**src/rtl/div_unit.sv**
```systemverilog
// Iterative 32-bit divider (div/divu/rem/remu): one radix-2 restoring step per cycle.
// Optional macro DIV_EARLY_OUT_EN: divide-by-zero and signed overflow skip the iteration phase.
module div_unit (
    input  logic        clk,
    input  logic        reset,
    input  logic        start,
    input  logic [1:0]  op,
    input  logic [31:0] a,
    input  logic [31:0] b,
    output logic        ready,
    output logic        done,
    output logic [31:0] y
);

    typedef enum logic [1:0] {
        S_IDLE = 2'd0,
        S_RUN  = 2'd1,
        S_DONE = 2'd2
    } state_t;

    state_t      r_state;
    logic [4:0]  r_cnt;
    logic        r_is_rem;
    logic        r_b_zero;
    logic        r_neg_q;
    logic        r_neg_r;
    logic [31:0] r_div;
    logic [31:0] r_quo;
    logic [31:0] r_rem;
    logic        r_ready;
    logic        r_done;
    logic [31:0] r_y;

    // Operand preparation at acceptance: op[0]=0 selects the signed variants.
    logic        w_signed;
    logic        w_a_neg;
    logic        w_b_neg;
    logic [31:0] w_a_mag;
    logic [31:0] w_b_mag;
    logic        w_b_zero;
    logic        w_early;
    logic [31:0] w_early_y;

    assign w_signed = ~op[0];
    assign w_a_neg  = w_signed & a[31];
    assign w_b_neg  = w_signed & b[31];
    assign w_a_mag  = w_a_neg ? (32'd0 - a) : a;
    assign w_b_mag  = w_b_neg ? (32'd0 - b) : b;
    assign w_b_zero = (b == 32'd0);

`ifdef DIV_EARLY_OUT_EN
    logic w_ovf;
    assign w_ovf     = w_signed & (a == 32'h8000_0000) & (b == 32'hFFFF_FFFF);
    assign w_early   = w_b_zero | w_ovf;
    assign w_early_y = w_b_zero ? (op[1] ? a : 32'hFFFF_FFFF)
                                : (op[1] ? 32'd0 : 32'h8000_0000);
`else
    assign w_early   = 1'b0;
    assign w_early_y = 32'd0;
`endif

    // Restoring step: shift the next dividend bit into the partial remainder,
    // then keep the 33-bit trial difference only if it did not borrow.
    logic [32:0] w_shift;
    logic [32:0] w_trial;
    logic        w_fit;
    logic [31:0] w_quo_next;
    logic [31:0] w_rem_next;

    assign w_shift    = {r_rem, r_quo[31]};
    assign w_trial    = w_shift - {1'b0, r_div};
    assign w_fit      = ~w_trial[32];
    assign w_quo_next = {r_quo[30:0], w_fit};
    assign w_rem_next = w_fit ? w_trial[31:0] : w_shift[31:0];

    // Sign fixup on the final step; a zero divisor forces the all-ones quotient,
    // while its remainder (|a| re-signed like a) already equals a.
    logic [31:0] w_q_fix;
    logic [31:0] w_r_fix;
    logic [31:0] w_res;

    assign w_q_fix = r_b_zero ? 32'hFFFF_FFFF
                              : (r_neg_q ? (32'd0 - w_quo_next) : w_quo_next);
    assign w_r_fix = r_neg_r ? (32'd0 - w_rem_next) : w_rem_next;
    assign w_res   = r_is_rem ? w_r_fix : w_q_fix;

    always_ff @(posedge clk) begin
        if (reset) begin
            r_state  <= S_IDLE;
            r_cnt    <= 5'd0;
            r_is_rem <= 1'b0;
            r_b_zero <= 1'b0;
            r_neg_q  <= 1'b0;
            r_neg_r  <= 1'b0;
            r_div    <= 32'd0;
            r_quo    <= 32'd0;
            r_rem    <= 32'd0;
            r_ready  <= 1'b1;
            r_done   <= 1'b0;
            r_y      <= 32'd0;
        end else begin
            case (r_state)
                S_IDLE: begin
                    r_done <= 1'b0;
                    if (start) begin
                        r_is_rem <= op[1];
                        r_b_zero <= w_b_zero;
                        r_neg_q  <= w_a_neg ^ w_b_neg;
                        r_neg_r  <= w_a_neg;
                        r_div    <= w_b_mag;
                        r_quo    <= w_a_mag;
                        r_rem    <= 32'd0;
                        r_cnt    <= 5'd0;
                        r_ready  <= 1'b0;
                        if (w_early) begin
                            r_state <= S_DONE;
                            r_y     <= w_early_y;
                            r_done  <= 1'b1;
                        end else begin
                            r_state <= S_RUN;
                        end
                    end
                end
                S_RUN: begin
                    r_quo <= w_quo_next;
                    r_rem <= w_rem_next;
                    r_cnt <= r_cnt + 5'd1;
                    if (r_cnt == 5'd31) begin
                        r_state <= S_DONE;
                        r_y     <= w_res;
                        r_done  <= 1'b1;
                    end
                end
                S_DONE: begin
                    r_done  <= 1'b0;
                    r_ready <= 1'b1;
                    r_state <= S_IDLE;
                end
                default: begin
                    r_done  <= 1'b0;
                    r_ready <= 1'b1;
                    r_state <= S_IDLE;
                end
            endcase
        end
    end

    assign ready = r_ready;
    assign done  = r_done;
    assign y     = r_y;

endmodule

```
**config.mk**
```make
export PLATFORM = sky130hd
export DESIGN_NAME = div_unit
export DESIGN_NICKNAME = d
export VERILOG_FILES = /design/src/rtl/div_unit.sv
export SDC_FILE = /design/constraint.sdc
export NUM_CORES = 1
export LEC_CHECK = 0
export ABC_AREA = 1
export BUFFER_PORTS_ARGS = -buffer_cell sky130_fd_sc_hd__buf_2
export CAP_MARGIN = 20
export CORE_UTILIZATION = 40
export CTS_CLUSTER_DIAMETER = 150
export CTS_CLUSTER_SIZE = 25
export DETAILED_ROUTE_END_ITERATION = 8
export PLACE_DENSITY_LB_ADDON = 0.2
export SYNTH_ARGS = -nofsm -noshare
export SYNTH_HDL_FRONTEND = slang
export SYNTH_SLANG_ARGS = --single-unit
```
**constraint.sdc**
```tcl
create_clock -name clk -period 5 [get_ports clk]
set_input_delay 1 -clock clk [delete_from_list [all_inputs] [get_ports clk]]
set_output_delay 1 -clock clk [all_outputs]
set_load 0.01 [all_outputs]
```
==> results_dict.tcl, run 1 <==
set metrics [dict create \
    syn-num-nets 2087 \
    rows 61 \
    met2_usage 0.412 \
    rrSetupSlack_ps 610 \
    cts-htree-levels 4 \
    start_util 0.412 \
    cellPowerDensity_nw_per_um2 486 \
    setup_viol 0 \
    critPathMaxFanout 6 \
    synth_top_cell_by_area "dfxtp_1" \
    crit_slowest_cell "fa_1" \
    cts_buffers 17 \
    grt.busiest_layer "met2" \
    timing.final.crit_share 0.877 \
    ctsHoldBuffers 0 \
    reg2reg_depth 29 \
    path_buf_inv 2 \
    layout-drive-gt1-share 0.0997 \
    ios 103 \
    grt-ovfl-total 0 \
    drtAntennaViolNets 0 \
    max_slew_margin 0.281 \
    met1_usage 0.395 \
    seq_area_sq_um 2820 \
    drt-wirelength-per-cell_um 16.0 \
    worst_slew_pin_slew_ps 1080 \
    die_h_um 172 \
    crit_arrival_ps 4710 \
    drt-total-wl_mm 39.0 \
    finalSetupTns_ps 0 \
    postSynthCellCount 1979 \
    power_mw 6.31 \
    endpoint "y[28]$_SDFFE_PP0P_" \
    hold_viol_final 0 \
    first_pass_iters 7 \
    coreArea_sq_um 28200 \
    grt_pass1_vias 11500 \
    cts_buffer_depth 2 \
    clk_latency_ps 430 \
    grt_max_degree 57 \
    grt_usage 0.271 \
    synth_most_common_cell "nand2_1" \
    post_cts_resize_count 0 \
    antenna_found_initial 0 \
    rsz0062_at_grt "no" \
    worstSetupStartpointType "flip-flop" \
    port-buffer-count 102 \
    n_antenna_cell 0 \
    crit_family "simple AND/OR/NAND/NOR gates" \
    dieArea_sq_um 29700 \
    async_flop_share 0 \
    synth_top_area_share 0.243 \
    drv_cap 0 \
    grtUsageMet3 0.0304 \
    routabilityCongestion 0.995 \
    max_freq_mhz 228 \
    cts_sinks 141 \
    path_class "reg2reg" \
    yosysUniqueCellTypes 51 \
    cts_tree "done" \
    grt_pass1_wl_mm 61.9 \
    cpPeakStageDelay_ps 420 \
    avgSynthCellArea_sq_um 5.86 \
    area_growth_syn_to_layout_pct 12.0 \
    die_x_um 172 \
    finClkSkew_ps 11.2 \
    crit_start "r_quo[31]$_SDFFE_PP0P_" \
    min_path_type "reg2reg" \
    required_ps 5320 \
    status "finished, final reports clean" \
    drc 0 \
    yosys-top-cells-count "nand2_1 (573), inv_1 (288), nor2_1 (177)" \
    period_needed_ps 4390 \
    timing.rr.end "y[28]$_SDFFE_PP0P_" \
    irDropWorstVdd_v 0.000267 \
    end_kind "flip-flop" \
    clockRootBuffer "clkbuf_16" \
    cp_num_cells 29 \
    ys_seq_area_frac 0.243 \
    synth_warnings 0 \
    dr_total_vias 12800 \
    drt-initial-drc-count 1178 \
    synth_top_cells_by_area "dfxtp_1 (24%), nand2_1 (19%), inv_1 (9.3%)" \
    layout.nets 2151 \
    synth_area_sq_um 11600 \
    ys_ff_latch 141 \
    synth_flop_cell "dfxtp_1" \
    synth_edf_count 0 \
    postCtsSetupRepairBufs 0 \
    place_hpwl_mm 30.8 \
    multiInputGateArea_sq_um 7370 \
    rr_startpoint "r_quo[31]$_SDFFE_PP0P_" \
    vias_per_cell 5.26 \
    clkTransAtPathRegs_ps 70 \
    fill_cells 3050 \
    drv_slew 0 \
    p_leak_nw 6.51 \
]
-- worst min-delay path by stage --
stage | from | endpoint | cells after the start
global placement | ready$_SDFFE_PP1P_ | ready$_SDFFE_PP1P_ | 2
detailed placement | r_cnt[3]$_SDFFE_PP0P_ | r_cnt[3]$_SDFFE_PP0P_ | 2
finish | y[0]$_SDFFE_PP0P_ | y[0]$_SDFFE_PP0P_ | 2
CTS | r_cnt[3]$_SDFFE_PP0P_ | r_cnt[3]$_SDFFE_PP0P_ | 2
global route | y[14]$_SDFFE_PP0P_ | y[14]$_SDFFE_PP0P_ | 2
floorplan | r_cnt[3]$_SDFFE_PP0P_ | r_cnt[3]$_SDFFE_PP0P_ | 2
-- tightest hold or removal path, stage by stage, from the launching register on --
cell	delay, ps
dfxtp_1	310
nand2_1	60
a21oi_1	50
-- per-stage QoR --
step	instance area (sq um)	utilization	setup WS [ps]	hold slack, ps	instances
CTS	13000	0.461	637	468	2434
floorplan	11600	-	1070	444	1979
global route	13000	0.461	122	478	2434
finish	13000	0.461	614	466	2434
detailed placement	12400	0.440	678	458	2402
global placement	12400	0.440	744	450	2402
-- placed cells by master, fill, tap and decap left out, types with 36 or more instances in the layout --
cell,n
dfxtp_1,141
ha_1,38
a31oi_1,39
a21oi_1,119
nor3_1,36
inv_1,288
nand3_1,147
nand2_1,573
nor2_1,174
buf_2,102
o21ai_0,106
-- report_power, final --
part / switching [mW] / internal (mW) / total (mW)
Combinational: 2.60 / 1.11 / 3.71
Sequential: 0.0872 / 1.21 / 1.29
Clock: 0.557 / 0.741 / 1.30
-- layout make-up --
class,instances,area share
Clock buffer,17,0.0328
Sequential cell,141,0.217
Multi-Input combinational cell,1473,0.568
Timing Repair Buffer,119,0.0491
Clock inverter,15,0.0124
Inverter,291,0.0841
Tap cell,378,0.0364
-- flip-flops by register name (all words and copies together) (netlist names), 2 cells and up --
| register | cells |
|---|---|
| r_rem | 32 |
| r_div | 32 |
| r_quo | 32 |
| y | 32 |
| r_cnt | 5 |
| r_state | 2 |
-- layer usage --
layer	wire, um	vias up
li1	-	6558
met1	19300	5810
met2	16500	383
met3	2390	50
met4	873	0
met5	0	-
-- logic make-up after synthesis --
group                    synth area share
AND/OR/NAND/NOR                     0.387
buffers and inverters               0.122
AO/OA/AOI/OAI                       0.167
flip-flops                          0.243
XOR/XNOR                           0.0385
adder cells (fa/ha/maj)            0.0427
No activity file was read; power rests on OpenSTA's default activity.
==> run 2: changes to the inputs <==
- ABC_AREA: 1 -> not set
- CORE_MARGIN: not set -> 5
==> results_dict.tcl, run 2 <==
set metrics [dict create \
    clockRootBuffer "clkbuf_16" \
    yosys-top-cells-count "nand2_1 (158), dfxtp_1 (141), nor2_1 (133)" \
    synthAdderAreaFrac 0.0455 \
    finClkSkew_ps 12.5 \
    min_path_type "reg2reg" \
    cts_buffer_depth 2 \
    area_growth_syn_to_layout_pct 14.4 \
    grt_pass1_wl_mm 54.9 \
    path_class "reg2reg" \
    start_util 0.405 \
    setup_ws_ps 192 \
    end_kind "flip-flop" \
    setup_viol 0 \
    hold_viol_final 0 \
    first_pass_iters 5 \
    synth_top_family_by_area "compound AO/OA/AOI/OAI gates" \
    yosysUniqueCellTypes 77 \
    drt-wirelength-per-cell_um 18.5 \
    ctsHoldBuffers 0 \
    max_freq_mhz 208 \
    coreArea_sq_um 26900 \
    drt-total-wl_mm 34.7 \
    fill_cells 2735 \
    synth_top_area_share 0.259 \
    n_antenna_cell 0 \
    period_needed_ps 4810 \
    dr_total_vias 11000 \
    place_hpwl_mm 26.7 \
    design_area_sq_um 12500 \
    grt-ovfl-total 0 \
    layout_common_cells "nand2_1 (158), dfxtp_1 (140), nor2_1 (130)" \
    worstSetupStartpointType "flip-flop" \
    drt-initial-drc-count 910 \
    cts_buffers 17 \
    ys_ff_latch 141 \
    required_ps 5310 \
    crit_arrival_ps 5120 \
    grt_max_degree 92 \
    layout_commonest_cell "nand2_1" \
    postSynthCellCount 1451 \
    max_slew_margin 0.294 \
    drc 0 \
    critPathMaxFanout 6 \
    layout.nets 1631 \
    place_ws_ps 231 \
    rows 60 \
    cellPowerDensity_nw_per_um2 324 \
    synth_edf_count 0 \
    synth_warnings 0 \
    muxShareOfSynthArea 0.0421 \
    vias_per_cell 5.87 \
    synth_flop_cell "dfxtp_1" \
    worst_slew_pin_slew_ps 1060 \
    grt_usage 0.220 \
    drv_cap 0 \
    die_h_um 175 \
    fin_util 0.463 \
    cts_sinks 141 \
    synth_xor_area_frac 0.0991 \
    p_leak_nw 5.01 \
    power_mw 4.03 \
    cts_tree "done" \
    synth_area_sq_um 10900 \
    rsz0062_at_grt "yes" \
    finalSetupTns_ps 0 \
    synth_most_common_cell "nand2_1" \
    cts-htree-levels 4 \
    yosys.area_share.simple 0.215 \
    irDropWorstVdd_v 0.000180 \
    dieArea_sq_um 30600 \
    timing.final.crit_share 0.962 \
    layout-drive-gt1-share 0.141 \
    port-buffer-count 102 \
    dpl_cell_area_sq_um 11800 \
    antenna_found_initial 1 \
    grt_pass1_vias 10200 \
    avgSynthCellArea_sq_um 7.50 \
    synth_top_cell_by_area "dfxtp_1" \
    clkTransAtPathRegs_ps 60 \
    drtAntennaViolNets 0 \
    drv_slew 0 \
    synth_compound_area_frac 0.290 \
    clk_latency_ps 420 \
    synth_top_cells_by_area "dfxtp_1 (26%), a21oi_1 (5.5%), nand2_1 (5.4%)" \
    async_flop_share 0 \
    die_x_um 175 \
    ios 103 \
    routabilityCongestion 0.937 \
    status "finished, final reports clean" \
    ys_seq_area_frac 0.259 \
    syn-num-nets 1559 \
]
-- run 2: cell families (layout without fill, tap and decap cells) --
kind of cell	after synthesis	after routing
AND/OR/NAND/NOR	494	494
AO/OA/AOI/OAI	471	471
flip-flops	141	141
buffers and inverters	141	226
XOR/XNOR	121	121
multiplexers	44	44
adder cells (fa/ha/maj)	39	39
-- run 2: layer usage --
layer / global-route usage / share of wire / wire length, um
met2: 0.356 / 0.46 / 15900
met5: 0 / 0 / 0
met4: 0.0573 / 0.020 / 699
met1: 0.311 / 0.48 / 16800
met3: 0.0270 / 0.040 / 1380
-- run 2: repair_timing --
item | CTS | global route
gates resized for setup | 0 | 3
setup buffers | 0 | 7
endpoints found under the setup margin | 0 | 5
-- run 2: where the power goes --
part	internal, mW	switching [mW]
clock	0.766	0.527
sequential	1.18	0.0662
combinational	0.584	0.904
total	2.53	1.50
-- run 2: final timing paths --
check | slack (ps) | cells after the start | startpoint | to
hold reg to reg | 450 | 1 | y[21]$_SDFFE_PP0P_ | y[21]$_SDFFE_PP0P_
setup reg to reg | 190 | 19 | r_quo[31]$_SDFFE_PP0P_ | y[22]$_SDFFE_PP0P_
hold / removal | 450 | 1 | y[21]$_SDFFE_PP0P_ | y[21]$_SDFFE_PP0P_
setup / recovery | 190 | 19 | r_quo[31]$_SDFFE_PP0P_ | y[22]$_SDFFE_PP0P_
-- run 2: metrics by stage --
step	hold WS, ps	cells
finish	451	1877
global route	469	1877
CTS	455	1870
detailed placement	439	1838
global placement	430	1838
floorplan	432	1451
-- run 2: area by class of cell --
type / count / area [sq um] / area share
Clock buffer: 20 / 457 / 0.0367
Tap cell: 341 / 427 / 0.0343
Timing Repair Buffer: 142 / 811 / 0.0651
Sequential cell: 141 / 2820 / 0.227
Multi-Input combinational cell: 1169 / 7600 / 0.610
Clock inverter: 12 / 138 / 0.0111
Inverter: 52 / 200 / 0.0161
-- run 2: critical path, stage by stage, from the launching register on --
cell and delay, ps:
dfxtp_2 320, inv_1 50, ha_2 190, fa_2 350, nand2b_1 170, a211o_1 310, o21a_4 260, o311ai_4 320
a31oi_4 160, xnor2_4 180, buf_4 160, mux2_2 250, ha_2 180, inv_1 50, or4_1 500, mux2_4 320
o41ai_1 470, xnor2_1 170, a221oi_1 90, a21o_1 190
==> run 3: changes to the inputs <==
- CORE_UTILIZATION: 40 -> 60
==> results_dict.tcl, run 3 (same netlist as run 2, synthesis figures left out) <==
set metrics [dict create \
    hold_viol_final 0 \
    worst_slew_pin_slew_ps 1070 \
    layout-drive-gt1-share 0.137 \
    fill_cells 1535 \
    irDropWorstVdd_v 0.000302 \
    max_freq_mhz 206 \
    status "finished, final reports clean" \
    cts_buffers 17 \
    n_antenna_cell 0 \
    path_class "reg2reg" \
    p_leak_nw 4.98 \
    grt_pass1_vias 10400 \
    max_slew_margin 0.282 \
    routabilityCongestion 0.938 \
    drtAntennaViolNets 0 \
    drt-wirelength-per-cell_um 19.2 \
    place_hpwl_mm 25.3 \
    cpPeakStageDelay_ps 490 \
    min_path_type "reg2reg" \
    drc 0 \
    end_kind "flip-flop" \
    dr_total_vias 11400 \
    ctsHoldBuffers 0 \
    multiInputGateArea_sq_um 7600 \
    start_util 0.608 \
    rows 49 \
    port-buffer-count 102 \
    p_int_mw 2.51 \
    worstSetupStartpointType "flip-flop" \
    dieArea_sq_um 20900 \
    setup_viol 0 \
    place_ws_ps 173 \
    whs_path_depth 2 \
    clockRootBuffer "clkbuf_16" \
    crit_arrival_ps 5210 \
    grt_usage 0.320 \
    drt-total-wl_mm 33.8 \
    period_needed_ps 4860 \
    die_x_um 145 \
    cts_buffer_depth 2 \
    critPathMaxFanout 4 \
    vias_per_cell 6.51 \
    cts_sinks 141 \
    setup_ws_ps 145 \
    seq_area_sq_um 2830 \
    layout_common_cells "nand2_1 (158), dfxtp_1 (140), nor2_1 (130)" \
    whs_ps 439 \
    required_ps 5350 \
    reg2reg_depth 19 \
    cts-htree-levels 4 \
    crit_chain "inv_1 > ha_2 > fa_2 > nand2b_1 > a211o_1 > o21a_4 > o311ai_4 > a31oi_4 > xnor2_4 > buf_4 > mux2_2 > ha_2 > inv_1 > or4b_1 > mux2_4 > nor3_4 > or3b_1 > a211o_1 > o221ai_1" \
    fin_util 0.684 \
    drv_slew 0 \
    cts_tree "done" \
    clk_latency_ps 440 \
    power.switching_mw 1.51 \
    comb_power_share 0.369 \
    finClkSkew_ps 11.5 \
    drt-initial-drc-count 1118 \
    coreArea_sq_um 17900 \
    layout.nets 1624 \
    switching_share 0.376 \
    cellPowerDensity_nw_per_um2 328 \
    crit_slowest_cell "or4b_1" \
    drv_cap 0 \
    ios 103 \
    pwr-share-seq 0.312 \
    grt_pass1_wl_mm 53.4 \
    area_growth_syn_to_layout_pct 12.6 \
    grt-ovfl-total 0 \
    timing.final.crit_share 0.971 \
    antenna_found_initial 0 \
    layout_commonest_cell "nand2_1" \
    grt_max_degree 63 \
    p_clk_frac 0.319 \
    die_h_um 145 \
    first_pass_iters 8 \
    clkTransAtPathRegs_ps 60 \
]
-- run 3: cell count changes in the layout (fill, tap and decap cells not counted) --
cell | before | now
buf_4 | 40 | 33
clkbuf_1 | 1 | 2
clkbuf_8 | 2 | 1
clkinv_2 | 2 | 3
clkinvlp_4 | 4 | 1
dfxtp_2 | 1 | 0
dfxtp_4 | 0 | 1
inv_6 | 1 | 4
inv_8 | 1 | 0
o221ai_1 | 2 | 3
o221ai_2 | 1 | 0
o41ai_1 | 18 | 17
o41ai_2 | 0 | 1
-- run 3: layout make-up --
class                           count  area share
Clock buffer                       20      0.0365
Clock inverter                     12      0.0110
Inverter                           52      0.0163
Multi-Input combinational cell   1169       0.620
Sequential cell                   141       0.231
Tap cell                          229      0.0234
Timing Repair Buffer              135      0.0619
-- run 3: repair_timing --
| action | 4_1_cts | 5_1_grt |
|---|---|---|
| gates resized for setup | 0 | 4 |
| endpoints found under the setup margin | 0 | 3 |
| buffers inserted | 0 | 7 |
-- run 3: power by group through the flow --
| stage | registers [mW] | clock network [mW] | logic (mW) |
|---|---|---|---|
| 3_5_place_dp | 1.28 | 0 | 1.41 |
| 6_report | 1.26 | 1.28 | 1.48 |
| 4_1_cts | 1.25 | 1.29 | 1.42 |
| 5_1_grt | 1.26 | 1.34 | 1.61 |
| 3_3_place_gp | 1.27 | 0 | 1.39 |
| 2_1_floorplan | 1.25 | 0 | 1.06 |
-- run 3: metal layers --
layer  vias to the layer above  part of all wire  GRT usage
li1                       5468                 -          -
met3                        98             0.089     0.0575
met2                       558              0.45      0.505
met5                         -                 0          0
met4                         0             0.036      0.123
met1                      5321              0.43      0.438
-- run 3: critical path, delay by kind of cell (launching register included) --
| family | cells | cell delay (ps) |
|---|---|---|
| DFF | 1 | 370 |
| xor gates and xnor gates | 1 | 180 |
| muxes | 2 | 570 |
| adders and majority gates | 3 | 730 |
| AOI/OAI and AO/OA | 6 | 1500 |
| buffers and inverters | 3 | 270 |
| and+or+nand+nor | 4 | 1150 |
-- run 3: worst paths after layout --
check                                       startpoint                 end  slack [ps]
worst max-delay path            r_quo[31]$_SDFFE_PP0P_  y[26]$_SDFFE_PP0P_         140
worst min-delay path                y[31]$_SDFFE_PP0P_  y[31]$_SDFFE_PP0P_         440
worst max register to register  r_quo[31]$_SDFFE_PP0P_  y[26]$_SDFFE_PP0P_         140
worst min register to register      y[31]$_SDFFE_PP0P_  y[31]$_SDFFE_PP0P_         440
-- run 3: through the flow --
stage,TNS (ps),area [sq um],power [mW],cells
finish,0,12300,4.02,1758
detailed placement,0,11600,2.69,1719
CTS,0,12200,3.96,1751
global placement,0,11600,2.66,1719
floorplan,0,11000,2.30,1451
global route,-3.54,12300,4.21,1758
